**src/rtl/calc_entry_fsm.sv**
```systemverilog
// rtl/calc_entry_fsm.sv - operand/opcode entry sequencer with ALU start/done handshake and timeout
module calc_entry_fsm #(
  parameter int BITS    = 8,
  parameter int NUM_OPS = 2,
  parameter int OP_W    = 3,
  parameter int DIGITS  = 3,
  parameter int TIMEOUT = 255
) (
  input  logic                    clk,
  input  logic                    rst,
  input  logic                    next,
  input  logic                    undo,
  input  logic [BITS-1:0]         SW,
  input  logic [BITS-1:0]         alu_result,
  input  logic                    alu_invalid,
  input  logic                    alu_done,
  output logic [NUM_OPS*BITS-1:0] operands,
  output logic [OP_W-1:0]         opcode,
  output logic                    alu_start,
  output logic [BITS-1:0]         num_salida,
  output logic [7:0]              anodoIn,
  output logic [3:0]              op_number,
  output logic [1:0]              LED_RG
);

  localparam int IW = (NUM_OPS > 1) ? $clog2(NUM_OPS) : 1;
  localparam int CW = $clog2(TIMEOUT + 1);
  localparam logic [IW-1:0] LAST_IDX = IW'(NUM_OPS - 1);
  localparam logic [CW-1:0] LAST_CNT = CW'(TIMEOUT - 1);
  localparam logic [7:0]    DIG_MASK = 8'((1 << DIGITS) - 1);

  typedef enum logic [1:0] {
    WAIT_OPERAND,
    WAIT_OPCODE,
    COMPUTE,
    SHOW_RESULT
  } state_t;

  state_t                  state_q, state_d;
  logic [IW-1:0]           idx_q, idx_d;
  logic [CW-1:0]           cnt_q, cnt_d;
  logic [NUM_OPS*BITS-1:0] operands_q, operands_d;
  logic [OP_W-1:0]         opcode_q, opcode_d;
  logic [BITS-1:0]         result_q, result_d;
  logic                    invalid_q, invalid_d;
  logic                    start_q, start_d;

  always_ff @(posedge clk or negedge rst) begin
    if (!rst) begin
      state_q    <= WAIT_OPERAND;
      idx_q      <= '0;
      cnt_q      <= '0;
      operands_q <= '0;
      opcode_q   <= '0;
      result_q   <= '0;
      invalid_q  <= 1'b0;
      start_q    <= 1'b0;
    end else begin
      state_q    <= state_d;
      idx_q      <= idx_d;
      cnt_q      <= cnt_d;
      operands_q <= operands_d;
      opcode_q   <= opcode_d;
      result_q   <= result_d;
      invalid_q  <= invalid_d;
      start_q    <= start_d;
    end
  end

  always_comb begin
    state_d    = state_q;
    idx_d      = idx_q;
    cnt_d      = cnt_q;
    operands_d = operands_q;
    opcode_d   = opcode_q;
    result_d   = result_q;
    invalid_d  = invalid_q;
    start_d    = 1'b0;
    num_salida = '0;
    anodoIn    = 8'hFF;
    op_number  = 4'(NUM_OPS + 2);
    LED_RG     = 2'b00;

    case (state_q)
      WAIT_OPERAND: begin
        num_salida = SW;
        anodoIn    = ~DIG_MASK;
        op_number  = 4'(idx_q) + 4'd1;
        if (next) begin
          operands_d[idx_q*BITS +: BITS] = SW;
          if (idx_q == LAST_IDX) state_d = WAIT_OPCODE;
          else                   idx_d   = idx_q + 1'b1;
        end else if (undo && idx_q != '0) begin
          idx_d = idx_q - 1'b1;
        end
      end
      WAIT_OPCODE: begin
        num_salida = BITS'(SW[OP_W-1:0]);
        anodoIn    = ~8'b1000_0000;
        op_number  = 4'(NUM_OPS + 1);
        if (next) begin
          opcode_d = SW[OP_W-1:0];
          cnt_d    = '0;
          start_d  = 1'b1;
          state_d  = COMPUTE;
        end else if (undo) begin
          idx_d   = LAST_IDX;
          state_d = WAIT_OPERAND;
        end
      end
      COMPUTE: begin
        // undo outranks a coincident alu_done so an aborted result is never shown
        if (undo) begin
          state_d = WAIT_OPCODE;
        end else if (alu_done) begin
          result_d  = alu_result;
          invalid_d = alu_invalid;
          state_d   = SHOW_RESULT;
        end else if (cnt_q == LAST_CNT) begin
          result_d  = '0;
          invalid_d = 1'b1;
          state_d   = SHOW_RESULT;
        end else begin
          cnt_d = cnt_q + 1'b1;
        end
      end
      SHOW_RESULT: begin
        num_salida = result_q;
        anodoIn    = ~DIG_MASK;
        LED_RG     = invalid_q ? 2'b10 : 2'b01;
        if (next) begin
          operands_d = '0;
          opcode_d   = '0;
          idx_d      = '0;
          state_d    = WAIT_OPERAND;
        end else if (undo) begin
          state_d = WAIT_OPCODE;
        end
      end
      default: state_d = WAIT_OPERAND;
    endcase
  end

  assign operands  = operands_q;
  assign opcode    = opcode_q;
  assign alu_start = start_q;

endmodule

```
**config.mk**
```make
export PLATFORM = sky130hd
export DESIGN_NAME = calc_entry_fsm
export DESIGN_NICKNAME = d
export VERILOG_FILES = /design/src/rtl/calc_entry_fsm.sv
export SDC_FILE = /design/constraint.sdc
export NUM_CORES = 1
export LEC_CHECK = 0
export CORE_MARGIN = 3
export CORE_UTILIZATION = 48
export DETAILED_ROUTE_END_ITERATION = 12
export PLACE_DENSITY = 0.8
export SLEW_MARGIN = 10
export SYNTH_ARGS = -nofsm -noshare
export SYNTH_HDL_FRONTEND = slang
export SYNTH_SLANG_ARGS = --single-unit
```
**constraint.sdc**
```tcl
create_clock -name clk -period 2.7 [get_ports clk]
set_input_delay 0.54 -clock clk [delete_from_list [all_inputs] [get_ports clk]]
set_output_delay 0.54 -clock clk [all_outputs]
set_load 0.05 [all_outputs]
```
==> results.json <==
{
  "start_util_pct": 51.4,
  "core_um2": 4500,
  "ioPinCount": 64,
  "critPathArrivalTime_ns": 1.97,
  "fmax_mhz": 398,
  "yosys.area_share.xor_xnor_pct": 0,
  "synth_mux_area_share_pct": 0.919,
  "fin_skew_ns": 0.00675,
  "drtPass1Iterations": 5,
  "final_area_um2": 3130,
  "fin_ws_ns": 0.186,
  "grt_pass1_vias": 1928,
  "via_per_inst": 6.16,
  "ys_ff_latch": 40,
  "period_minus_slack_ns": 2.51,
  "post_cts_buffers": 0,
  "finalSetupViolations": 0,
  "gp_congestion": 0.968,
  "area_growth_pct": 35.5,
  "synth_fa_ha_area_share_pct": 4.33,
  "cp-end-kind": "output pin",
  "yosysWarnings": 0,
  "synth_simple_gate_area_share_pct": 14.6,
  "clkSinkCount": 40,
  "grt_usage_pct": 21.8,
  "min_path_type": "in2async",
  "hold_violations": 0,
  "rsz0062_at_grt": "false",
  "io_buffers": 58,
  "antenna_cells": 0,
  "path_class": "reg2out",
  "p_per_area_nw_per_um2": 1420,
  "cts_buffer_depth": 2,
  "worstPathRequired_ns": 2.16,
  "critPathLaunchType": "flop",
  "drt-initial-drc-count": 168,
  "vias": 2155,
  "drive_above_1_share_pct": 13.4,
  "total_power_mw": 4.45,
  "die_y_um": 75.4,
  "netlist_area_um2": 2310,
  "maxCapViolCount": 0,
  "nets": 327,
  "finalMaxSlewViolations": 0,
  "htreeDepth": 2,
  "clock_latency_ns": 0.30,
  "dp_worst_setup_slack_ns": 0.195,
  "ys_types": 50,
  "dpl.hpwl_mm": 4.39,
  "drtAntennaViolNets": 0,
  "place_area_um2": 3040,
  "syn_inst": 241,
  "ctsRootBufferMaster": "clkbuf_8",
  "die_w_um": 75.4,
  "fp.dieArea_um2": 5690,
  "area.sequential_um2": 1000,
  "gr-total-overflow": 0,
  "synth_top_family_by_area": "compound AO/OA/AOI/OAI gates",
  "tritoncts": "yes",
  "tightest_slew_ns": 0.866,
  "drc": 0,
  "tns_ns": 0,
  "outcome": "finished clean",
  "grt_max_degree": 41,
  "fp-row-count": 24,
  "finalCritPeriodShare_pct": 93.1,
  "fillCellCount": 354,
  "layout.cells.most_common": "clkdlybuf4s50_1",
  "seq_area_frac_synth_pct": 43.3,
  "routedWlPerCell_um": 17.2,
  "multi_input_area_um2": 1170,
  "mostFrequentLayoutCells": "41 x clkdlybuf4s50_1, 40 x dfrtp_1, 22 x a22oi_1",
  "max-vdd-ir-drop_mv": 1.32,
  "wl_mm": 6.00,
  "grt_pass1_wl_mm": 9.47,
  "final_core_util_pct": 69.6,
  "p_leak_nw": 1.35,
  "antenna_found_initial": 0,
  "worstPathMaxFanout": 11,
  "maxSlewHeadroom_pct": 42.3,
  "avgSynthCellArea_um2": 9.60,
  "cts_made_buffers": 5,
  "clkTransAtPathRegs_ns": 0.09,
  "synth_compound_area_share_pct": 30.0
}
cell families after synthesis:
kind of cell	count (synthesis)
AOI/OAI and AO/OA	94
and+or+nand+nor	65
DFF	40
buffers and inverters	30
adders and majority gates	8
muxes	2
other	2
routing by layer:
metal,up-vias,global-route usage [%],part of all wire (%)
met1,1040,32.3,44
met2,104,32.1,48
met4,0,5.83,0.77
met3,7,4.88,7.3
li1,1004,-,-
met5,-,0,0
area by class of cell:
type	count	share of cell area (%)
inverter	8	0.958
multi-input combinational	174	37.5
clock buffer	5	2.20
clock inverter	3	0.599
timing repair buffer	68	24.8
sequential	40	31.9
tap	52	2.08
through the flow:
step,cells,hold slack (ns)
floorplan,244,0.244
global route,350,0.420
global placement,342,0.461
finish,350,0.352
detailed placement,342,0.475
CTS,350,0.385
where the power goes:
part	leakage [nW]	internal [mW]	total [mW]	switching, mW
logic	0.819	1.16	3.03	1.86
registers	0.479	0.832	1.02	0.193
clock network	0.0479	0.180	0.400	0.220
worst paths after layout:
check / from / end / slack (ns) / cells past startpoint
setup / recovery: state_q[1] / num_salida[1] / 0.19 / 5
max in group asynchronous: rst / state_q[0] / 1.80 / 1
min in group clk: opcode[1] / opcode[1] / 0.49 / 2
hold / removal: rst / operands[8] / 0.35 / 1
hold reg to reg: opcode[1] / opcode[1] / 0.49 / 2
setup reg to reg: state_q[0] / cnt_q[4] / 0.28 / 6
cell usage after synthesis (all sizes together):
cell type / n / area, um^2
a41oi: 1 / 8.76
a21oi: 13 / 65.1
nand2b: 4 / 25.0
mux2i: 1 / 10.0
a211oi: 1 / 7.51
mux2: 1 / 11.3
or3: 1 / 6.26
and2: 3 / 18.8
o211ai: 4 / 35.0
o22a: 1 / 8.76
o41ai: 1 / 8.76
buf: 13 / 87.6
nand3b: 1 / 7.51
o21bai: 1 / 7.51
nor2b: 3 / 18.8
dfrtp: 40 / 1000
nor2: 14 / 55.1
nor4b: 2 / 17.5
ha: 8 / 100
a22o: 8 / 70.1
o311a: 2 / 21.3
and3: 1 / 6.26
inv: 7 / 26.3
a22oi: 22 / 165
and4: 1 / 8.76
nand3: 5 / 25.0
a2bb2oi: 1 / 8.76
o2bb2ai: 16 / 140
o41a: 1 / 11.3
nor3: 4 / 20.0
clkbuf: 9 / 33.8
clkinv: 1 / 3.75
o21ai: 16 / 80.1
o21a: 1 / 7.51
a221o: 1 / 10.0
conb: 2 / 7.51
a21o: 2 / 15.0
nand4: 4 / 31.3
nor3b: 1 / 18.8
nand2: 21 / 78.8
a221oi: 2 / 23.8
critical path: stages, from the launching register on:
cell     delay (ns)
dfrtp_1        0.44
inv_1          0.16
ha_1           0.45
o21ai_0        0.19
a21oi_1        0.25
buf_12         0.18
sequential cells by signal (all words and copies together), names as in the netlist:
signal,cells
opcode,3
alu_start,1
operands,16
invalid_q,1
state_q,2
cnt_q,8
result_q,8
idx_q,1
what timing repair did:
item,CTS,global route
gates resized for setup,0,4
endpoints found under the setup margin,0,6
hold buffers,0,0
(Power assumes the default switching activity.)
